File: config.mk
export PLATFORM = sky130hd
export DESIGN_NAME = window_gen_h_uint12_flat
export DESIGN_NICKNAME = d
export VERILOG_FILES = /design/src/rtl/window_gen_h_uint12_pkg.sv /design/src/rtl/window_gen_h_uint12_if.sv /design/src/rtl/window_gen_h_uint12.sv /design/src/flat_wrapper.sv
export SDC_FILE = /design/constraint.sdc
export NUM_CORES = 1
export LEC_CHECK = 0
export ABC_CLOCK_PERIOD_IN_PS = 2400
export CAP_MARGIN = 5
export CORE_MARGIN = 3
export CORE_UTILIZATION = 52
export CTS_CLUSTER_DIAMETER = 150
export CTS_CLUSTER_SIZE = 24
export DETAILED_ROUTE_END_ITERATION = 6
export PLACE_DENSITY = 0.79
export SYNTH_ARGS = -nofsm -noshare
export SYNTH_HDL_FRONTEND = slang
export SYNTH_SLANG_ARGS = --single-unit
File: constraint.sdc
create_clock -name clk_i -period 2.4 [get_ports clk_i]
set_input_delay 0.48 -clock clk_i [delete_from_list [all_inputs] [get_ports clk_i]]
set_output_delay 0.48 -clock clk_i [all_outputs]
set_load 0.1 [all_outputs]
File: src/rtl/window_gen_h_uint12_pkg.sv
// Shared stream types for the pyramid front end: pixel/coordinate widths
// and the horizontal window generator state encoding.
package dfdd_stream_pkg;
  localparam int PIXEL_W = 12;
  localparam int COORD_W = 16;
  localparam int H_TAPS  = 5;

  typedef logic [PIXEL_W-1:0]       pixel_t;
  typedef logic [COORD_W-1:0]       coord_t;
  typedef pixel_t [H_TAPS-1:0]      window_t;

  typedef enum logic [1:0] {
    ST_IDLE,
    ST_RUN,
    ST_FLUSH1,
    ST_FLUSH2
  } win_state_t;
endpackage

File: src/rtl/window_gen_h_uint12_if.sv
// Pixel-in / window-out bus of the horizontal window generator.
interface window_gen_h_uint12_if;
  import dfdd_stream_pkg::*;

  pixel_t         pixel_i;
  coord_t         col_i;
  coord_t         row_i;
  logic           valid_i;
  logic           ready_o;
  window_t [0:0]  window_o;
  coord_t         col_o;
  coord_t         row_o;
  logic           valid_o;

  modport slave (
    input  pixel_i, col_i, row_i, valid_i,
    output ready_o, window_o, col_o, row_o, valid_o
  );

  modport master (
    output pixel_i, col_i, row_i, valid_i,
    input  ready_o, window_o, col_o, row_o, valid_o
  );
endinterface

File: src/rtl/window_gen_h_uint12.sv
// 1x5 horizontal window generator with replicate borders; the two right-edge
// windows of each row are produced while the source is stalled.
module window_gen_h_uint12
  import dfdd_stream_pkg::*;
#(
  parameter int IMAGE_WIDTH = 640
) (
  input  logic                  clk_i,
  input  logic                  rst_i,
  window_gen_h_uint12_if.slave  bus
);

  localparam coord_t LAST_COL = coord_t'(IMAGE_WIDTH - 1);

  win_state_t state_q, state_d;
  window_t    s_q, s_d;
  coord_t     row_q, row_d;
  coord_t     ctr_q, ctr_d;
  logic       valid_q, valid_d;
  window_t    win_q, win_d;
  coord_t     col_o_q, col_o_d;
  coord_t     row_o_q, row_o_d;

  logic       accept;
  logic       emit;
  pixel_t     shift_in;
  window_t    shifted;

  assign bus.ready_o     = (state_q == ST_IDLE) || (state_q == ST_RUN);
  assign bus.valid_o     = valid_q;
  assign bus.window_o[0] = win_q;
  assign bus.col_o       = col_o_q;
  assign bus.row_o       = row_o_q;

  assign accept   = bus.valid_i && bus.ready_o;
  // Flush states re-shift the newest entry to replicate the right edge.
  assign shift_in = (state_q == ST_RUN) ? bus.pixel_i : s_q[H_TAPS-1];
  assign shifted  = {shift_in, s_q[H_TAPS-1:1]};

  always_comb begin
    state_d = state_q;
    s_d     = s_q;
    row_d   = row_q;
    ctr_d   = ctr_q;
    valid_d = 1'b0;
    win_d   = win_q;
    col_o_d = col_o_q;
    row_o_d = row_o_q;
    emit    = 1'b0;

    unique case (state_q)
      ST_IDLE: begin
        if (accept && bus.col_i == '0) begin
          s_d     = {H_TAPS{bus.pixel_i}};
          row_d   = bus.row_i;
          ctr_d   = '0;
          state_d = ST_RUN;
        end
      end
      ST_RUN: begin
        if (accept) begin
          if (bus.col_i == '0) begin
            s_d   = {H_TAPS{bus.pixel_i}};
            row_d = bus.row_i;
            ctr_d = '0;
          end else begin
            s_d = shifted;
            if (bus.col_i >= coord_t'(2)) emit = 1'b1;
            if (bus.col_i == LAST_COL) state_d = ST_FLUSH1;
          end
        end
      end
      ST_FLUSH1: begin
        s_d     = shifted;
        emit    = 1'b1;
        state_d = ST_FLUSH2;
      end
      ST_FLUSH2: begin
        s_d     = shifted;
        emit    = 1'b1;
        state_d = ST_IDLE;
      end
      default: state_d = ST_IDLE;
    endcase

    if (emit) begin
      valid_d = 1'b1;
      win_d   = shifted;
      col_o_d = ctr_q;
      row_o_d = row_q;
      ctr_d   = ctr_q + coord_t'(1);
    end
  end

  always_ff @(posedge clk_i or negedge rst_i) begin
    if (!rst_i) begin
      state_q <= ST_IDLE;
      s_q     <= '0;
      row_q   <= '0;
      ctr_q   <= '0;
      valid_q <= 1'b0;
      win_q   <= '0;
      col_o_q <= '0;
      row_o_q <= '0;
    end else begin
      state_q <= state_d;
      s_q     <= s_d;
      row_q   <= row_d;
      ctr_q   <= ctr_d;
      valid_q <= valid_d;
      win_q   <= win_d;
      col_o_q <= col_o_d;
      row_o_q <= row_o_d;
    end
  end

endmodule

File: src/flat_wrapper.sv
// flat-port wrapper written by rule: the top's interface ports become plain ports
module window_gen_h_uint12_flat import dfdd_stream_pkg::*;
#(
  parameter int IMAGE_WIDTH = 640
)
  (clk_i, rst_i, bus_pixel_i, bus_col_i, bus_row_i, bus_valid_i, bus_ready_o, bus_window_o, bus_col_o, bus_row_o, bus_valid_o);
  window_gen_h_uint12_if bus_i ();
  input  logic clk_i;
  input  logic rst_i;
  input wire logic [$bits(bus_i.pixel_i)-1:0] bus_pixel_i;
  input wire logic [$bits(bus_i.col_i)-1:0] bus_col_i;
  input wire logic [$bits(bus_i.row_i)-1:0] bus_row_i;
  input wire logic [$bits(bus_i.valid_i)-1:0] bus_valid_i;
  output wire logic [$bits(bus_i.ready_o)-1:0] bus_ready_o;
  output wire logic [$bits(bus_i.window_o)-1:0] bus_window_o;
  output wire logic [$bits(bus_i.col_o)-1:0] bus_col_o;
  output wire logic [$bits(bus_i.row_o)-1:0] bus_row_o;
  output wire logic [$bits(bus_i.valid_o)-1:0] bus_valid_o;
  assign bus_i.pixel_i = bus_pixel_i;
  assign bus_i.col_i = bus_col_i;
  assign bus_i.row_i = bus_row_i;
  assign bus_i.valid_i = bus_valid_i;
  assign bus_ready_o = bus_i.ready_o;
  assign bus_window_o = bus_i.window_o;
  assign bus_col_o = bus_i.col_o;
  assign bus_row_o = bus_i.row_o;
  assign bus_valid_o = bus_i.valid_o;
  window_gen_h_uint12 #(.IMAGE_WIDTH(IMAGE_WIDTH)) u_core (.clk_i(clk_i), .rst_i(rst_i), .bus(bus_i));
endmodule
==> results.md <==
- The depth of the worst register-to-register path is 10.
- The share of cells above drive strength 1 is 0.208.
- The flow ran to the end, and the final reports show no timing, DRC or antenna violations.
- The first routing iteration left roughly 570 violations.
- The minimum setup slack among reg-to-reg paths is roughly 0.17 ns.
- The startpoint of the worst-slack reg-to-reg timing path is u_core.state_q[1].
- The post-route worst setup slack is about 0.077 ns.
- In the global route stage, overall resource usage came out at 0.241.
- Setup repair after global routing left no endpoint under its margin.
- The post-route cell area is a little under 0.01 mm^2.
- The share of synthesized area occupied by flip-flops and latches is 0.592.
- The setup slack at placement is -0.250 ns.
- The wire length on met1 is between 7000 and 8000 um.
- The number of antenna-violating nets in the routed design is 0.
- Setup violations remaining at the end of the flow were counted as 0.
- The final number of hold-violating endpoints is 0.
- The final layout contains routed wiring with a total length of approximately 18000 um.
- At the later pin of the worst-skew pair, clock insertion delay measures ~0.43 ns.
- The die width is ~130 um.
- The clock tree from TritonCTS is yes.
- In this run the worst hold path is classified as input port to asynchronous set/reset pin.
- Data on the critical path is required at its endpoint by 1.92 ns.
- Signal routing reaches up to met4.
- The number of core rows is 42.
- The adder and majority cell fraction of the synthesized area is 0.00846.
- The total die area is 0.0157 mm^2.
- The total of hold buffers inserted after clock tree synthesis is 0.
- The share of synthesized area in the top cell type comes to 0.592.
- At the pin with the least slew margin, the transition time is 0.536 ns.
- The pin count of the biggest net entering global routing is 57.
- When the netlist entered floorplanning its net count stood at around 840.
- The count of final max-slew check failures was 0.
- The fraction of the mapped netlist area in compound gates is 0.0971.
- Detailed routing placed a total of 956 um of wire on met3.
- The portion of synthesized area spent on multiplexers is 0.0572.
- The master of the slowest instance on the critical path is sky130_fd_sc_hd__dfrtp_1.
- The average detailed-routed wire length per instance is 16.0 um.
- Of the total synthesized cell area, the portion taken by AND, OR, NAND and NOR gates is 0.216.
- The net count of the finished layout is 1000.
- For this configuration, the core starts out at a cell density of 0.546.
- Clock-pin slew was measured on the worst setup and hold paths at approximately 0.060 ns.
- Ranked by total cell area, the synthesized netlist is headed by sky130_fd_sc_hd__dfrtp_1 (59%), sky130_fd_sc_hd__nand2_1 (16%), sky130_fd_sc_hd__o21ai_0 (3.7%), sky130_fd_sc_hd__mux2i_1 (3.0%), sky130_fd_sc_hd__a21oi_1 (2.4%).
- CTS saw 175 sinks.
- The count of antenna diodes in the layout is 0.
- The number of warnings printed during yosys synthesis is 0.
- The first global-routing pass estimated between 30000 and 40000 um of wire.
- The number of distinct standard cells referenced by the synthesized netlist is 42.
- During I/O placement, the number of pins put on the boundary was between 100 and 150.
- STA classifies the critical path endpoint as an output port.
- After synthesis the cells add up to between 0.007 and 0.008 mm^2.
- The worst-path maximum fanout is 17.
- Data on the critical path arrives at its endpoint at approximately 1.8 ns.
- The number of H-tree levels is 4.
- The floorplan step set the die height to between 100 and 150 um.
- The layout has ~1000 filler cells.
- The fmax is 430 MHz.
- Using the TritonRoute via totals, the vias-per-cell ratio works out to roughly 5.4.
- The area added between synthesis and finish is 33.0%.
- The final weighted congestion in routability-driven placement is ~0.8.
- Synthesis inferred between 150 and 200 register bits.
- The setup skew after layout is between 0.005 and 0.006 ns.
- The critical path's largest stage delay is between 0.3 and 0.4 ns.
- Of the available clock period, the critical path in the final layout requires 0.968.
- In the routed design, unresolved DRC markers number 0.
- After synthesis, the share of flip-flops with an asynchronous set or reset is 1.00.
- The number of global-route vias before repair is just over 6000.
- The critical path starts at u_core.state_q[1].
- The dominant combinational cell family by area after synthesis is simple AND/OR/NAND/NOR gates.
- The area inside the core boundary is 0.0136 mm^2.
- The count of vias placed by the detailed router is 6130.
- The total overflow left after global routing is 0.
- The cell type contributing the most total cell area after synthesis is sky130_fd_sc_hd__dfrtp_1.
- The detailed-placement wirelength estimate is 12400 um.
- The synthesized instance count is just under 800.
- The endpoint of the worst-slack reg-to-reg timing path is u_core.ctr_q[8].
- Among all flip-flop cells after synthesis, the most frequent one is sky130_fd_sc_hd__dfrtp_1.
- The iteration count of the initial detailed-routing pass is 5.
- Measured against its own limit, the worst slew margin works out to 0.643.
- The accumulated negative setup slack is 0 ns.
- The clock buffer count from CTS is 17.
- The placed instances occupy a cell area of slightly above 0.009 mm^2.
- Dividing the synthesized area by the synthesized cell count gives 9.40 um^2.
- The routed length on met2 is just over 9000 um.
- The smallest clock period supported by the final layout is computed as between 2 and 2.5 ns.
- During placement, the flow inserted port buffers numbering 140.
- CTS placed an instance of sky130_fd_sc_hd__clkbuf_16 at the clock tree root.
- The max-capacitance violation count is 0.
- The synthesized design contains 0 enable-type register cells.
- The critical path is of the flop to output port type.
- The number of antenna violations at the first check in global routing came to 0.
- STA classifies the critical path startpoint as a flop.
- Of the total synthesized cell area, the portion taken by XOR and XNOR cells is 0.
- The clock passes through at most 2 buffers.
- The critical path goes through inv_1 -> ha_2 -> buf_4 -> or2_4 -> buf_8 -> buf_12.
-- cells in the mapped netlist (2+ instances only) --
library cell               number
sky130_fd_sc_hd__a21o_1         6
sky130_fd_sc_hd__a21oi_1       36
sky130_fd_sc_hd__a32o_1         3
sky130_fd_sc_hd__and3_1         4
sky130_fd_sc_hd__buf_1          3
sky130_fd_sc_hd__buf_2         14
sky130_fd_sc_hd__clkbuf_1      27
sky130_fd_sc_hd__dfrtp_1      175
sky130_fd_sc_hd__ha_1           5
sky130_fd_sc_hd__inv_1          5
sky130_fd_sc_hd__mux2_1         2
sky130_fd_sc_hd__mux2_2        16
sky130_fd_sc_hd__mux2i_1       22
sky130_fd_sc_hd__nand2_1      308
sky130_fd_sc_hd__nand2b_1       4
sky130_fd_sc_hd__nand3_1       12
sky130_fd_sc_hd__nand4_1        3
sky130_fd_sc_hd__nor2_1        43
sky130_fd_sc_hd__nor3_1         7
sky130_fd_sc_hd__nor4_1         2
sky130_fd_sc_hd__o211ai_1      13
sky130_fd_sc_hd__o21ai_0       55
sky130_fd_sc_hd__o31ai_1        2
sky130_fd_sc_hd__or4_1          2
-- final cells by class --
type / count / area (um^2) / share of cell area
Multi-Input combinational cell: 561 / 2820 / 0.287
Clock inverter: 9 / 199 / 0.0202
Tap cell: 176 / 220 / 0.0224
Clock buffer: 23 / 508 / 0.0516
Inverter: 6 / 22.5 / 0.00229
Timing Repair Buffer: 187 / 1690 / 0.172
Sequential cell: 175 / 4380 / 0.445
-- logic make-up (layout without fill, tap and decap cells) --
group / count (synthesis) / count (layout)
buffers and inverters: 51 / 225
and+or+nand+nor: 394 / 394
DFF: 175 / 175
muxes: 40 / 40
adders and majority gates: 5 / 5
AOI/OAI and AO/OA: 122 / 122
-- layer usage --
| metal | vias to the layer above | track usage |
|---|---|---|
| met1 | 3001 | 0.314 |
| li1 | 2921 | - |
| met5 | - | 0 |
| met3 | 25 | 0.0499 |
| met2 | 183 | 0.408 |
| met4 | 0 | 0.0759 |
-- registers in the layout, summed over array words and instances (netlist names), named ones only --
| signal | count |
|---|---|
| u_core.bus.window_o | 60 |
| u_core.s_q | 39 |
| u_core.bus.valid_o | 1 |
| u_core.state_q | 2 |
| u_core.ctr_q | 16 |
| u_core.bus.col_o | 16 |
| u_core.row_q | 16 |
| u_core.bus.row_o | 16 |
-- timing repair --
item | CTS | global route
pin swaps | 0 | 1
buffers inserted | 1 | 1
endpoints found under the setup margin | 1 | 4
endpoints found under the hold margin | 0 | 0
resized for setup | 2 | 3
-- how the worst max path moves through the flow --
stage,endpoint,slack (ns),cells after the start
floorplan,bus_ready_o,0.09,6
global placement,u_core.s_q[30],-0.15,9
finish,bus_ready_o,0.08,6
CTS,bus_ready_o,0.01,5
detailed placement,u_core.s_q[42],-0.25,9
global route,u_core.s_q[42],0.002,9
-- metrics by stage --
step / hold slack [ns] / std cells / utilization
finish: 0.0181 / 1137 / 0.726
global placement: 0.449 / 1103 / 0.671
floorplan: 0.184 / 787 / -
CTS: 0.0318 / 1136 / 0.724
detailed placement: 0.456 / 1103 / 0.671
global route: 0.0533 / 1137 / 0.726
-- placed cells by master, fill, tap and decap left out, types with 3 or more instances in the layout --
cell and instances:
sky130_fd_sc_hd__a21o_1 6, sky130_fd_sc_hd__a21oi_1 36, sky130_fd_sc_hd__a32o_1 3, sky130_fd_sc_hd__and3_1 4, sky130_fd_sc_hd__buf_12 13, sky130_fd_sc_hd__buf_4 127, sky130_fd_sc_hd__bufinv_16 6, sky130_fd_sc_hd__clkbuf_16 17
sky130_fd_sc_hd__clkbuf_8 6, sky130_fd_sc_hd__clkdlybuf4s50_1 45, sky130_fd_sc_hd__dfrtp_1 175, sky130_fd_sc_hd__ha_1 3, sky130_fd_sc_hd__inv_1 5, sky130_fd_sc_hd__mux2_2 16, sky130_fd_sc_hd__mux2i_1 22, sky130_fd_sc_hd__nand2_1 308
sky130_fd_sc_hd__nand2b_1 4, sky130_fd_sc_hd__nand3_1 12, sky130_fd_sc_hd__nand4_1 3, sky130_fd_sc_hd__nor2_1 43, sky130_fd_sc_hd__nor3_1 7, sky130_fd_sc_hd__o211ai_1 13, sky130_fd_sc_hd__o21ai_0 55
-- worst max-delay path, delay by kind of cell (launching register included) --
| kind | cells | cell delay (ns) |
|---|---|---|
| and+or+nand+nor | 1 | 0.25 |
| adders and majority gates | 1 | 0.20 |
| buffers and inverters | 4 | 0.59 |
| DFF | 1 | 0.38 |
Power is left out: the tool's default activity adds up to more than one toggle a clock period on the data nets, which glitch-free logic cannot reach.
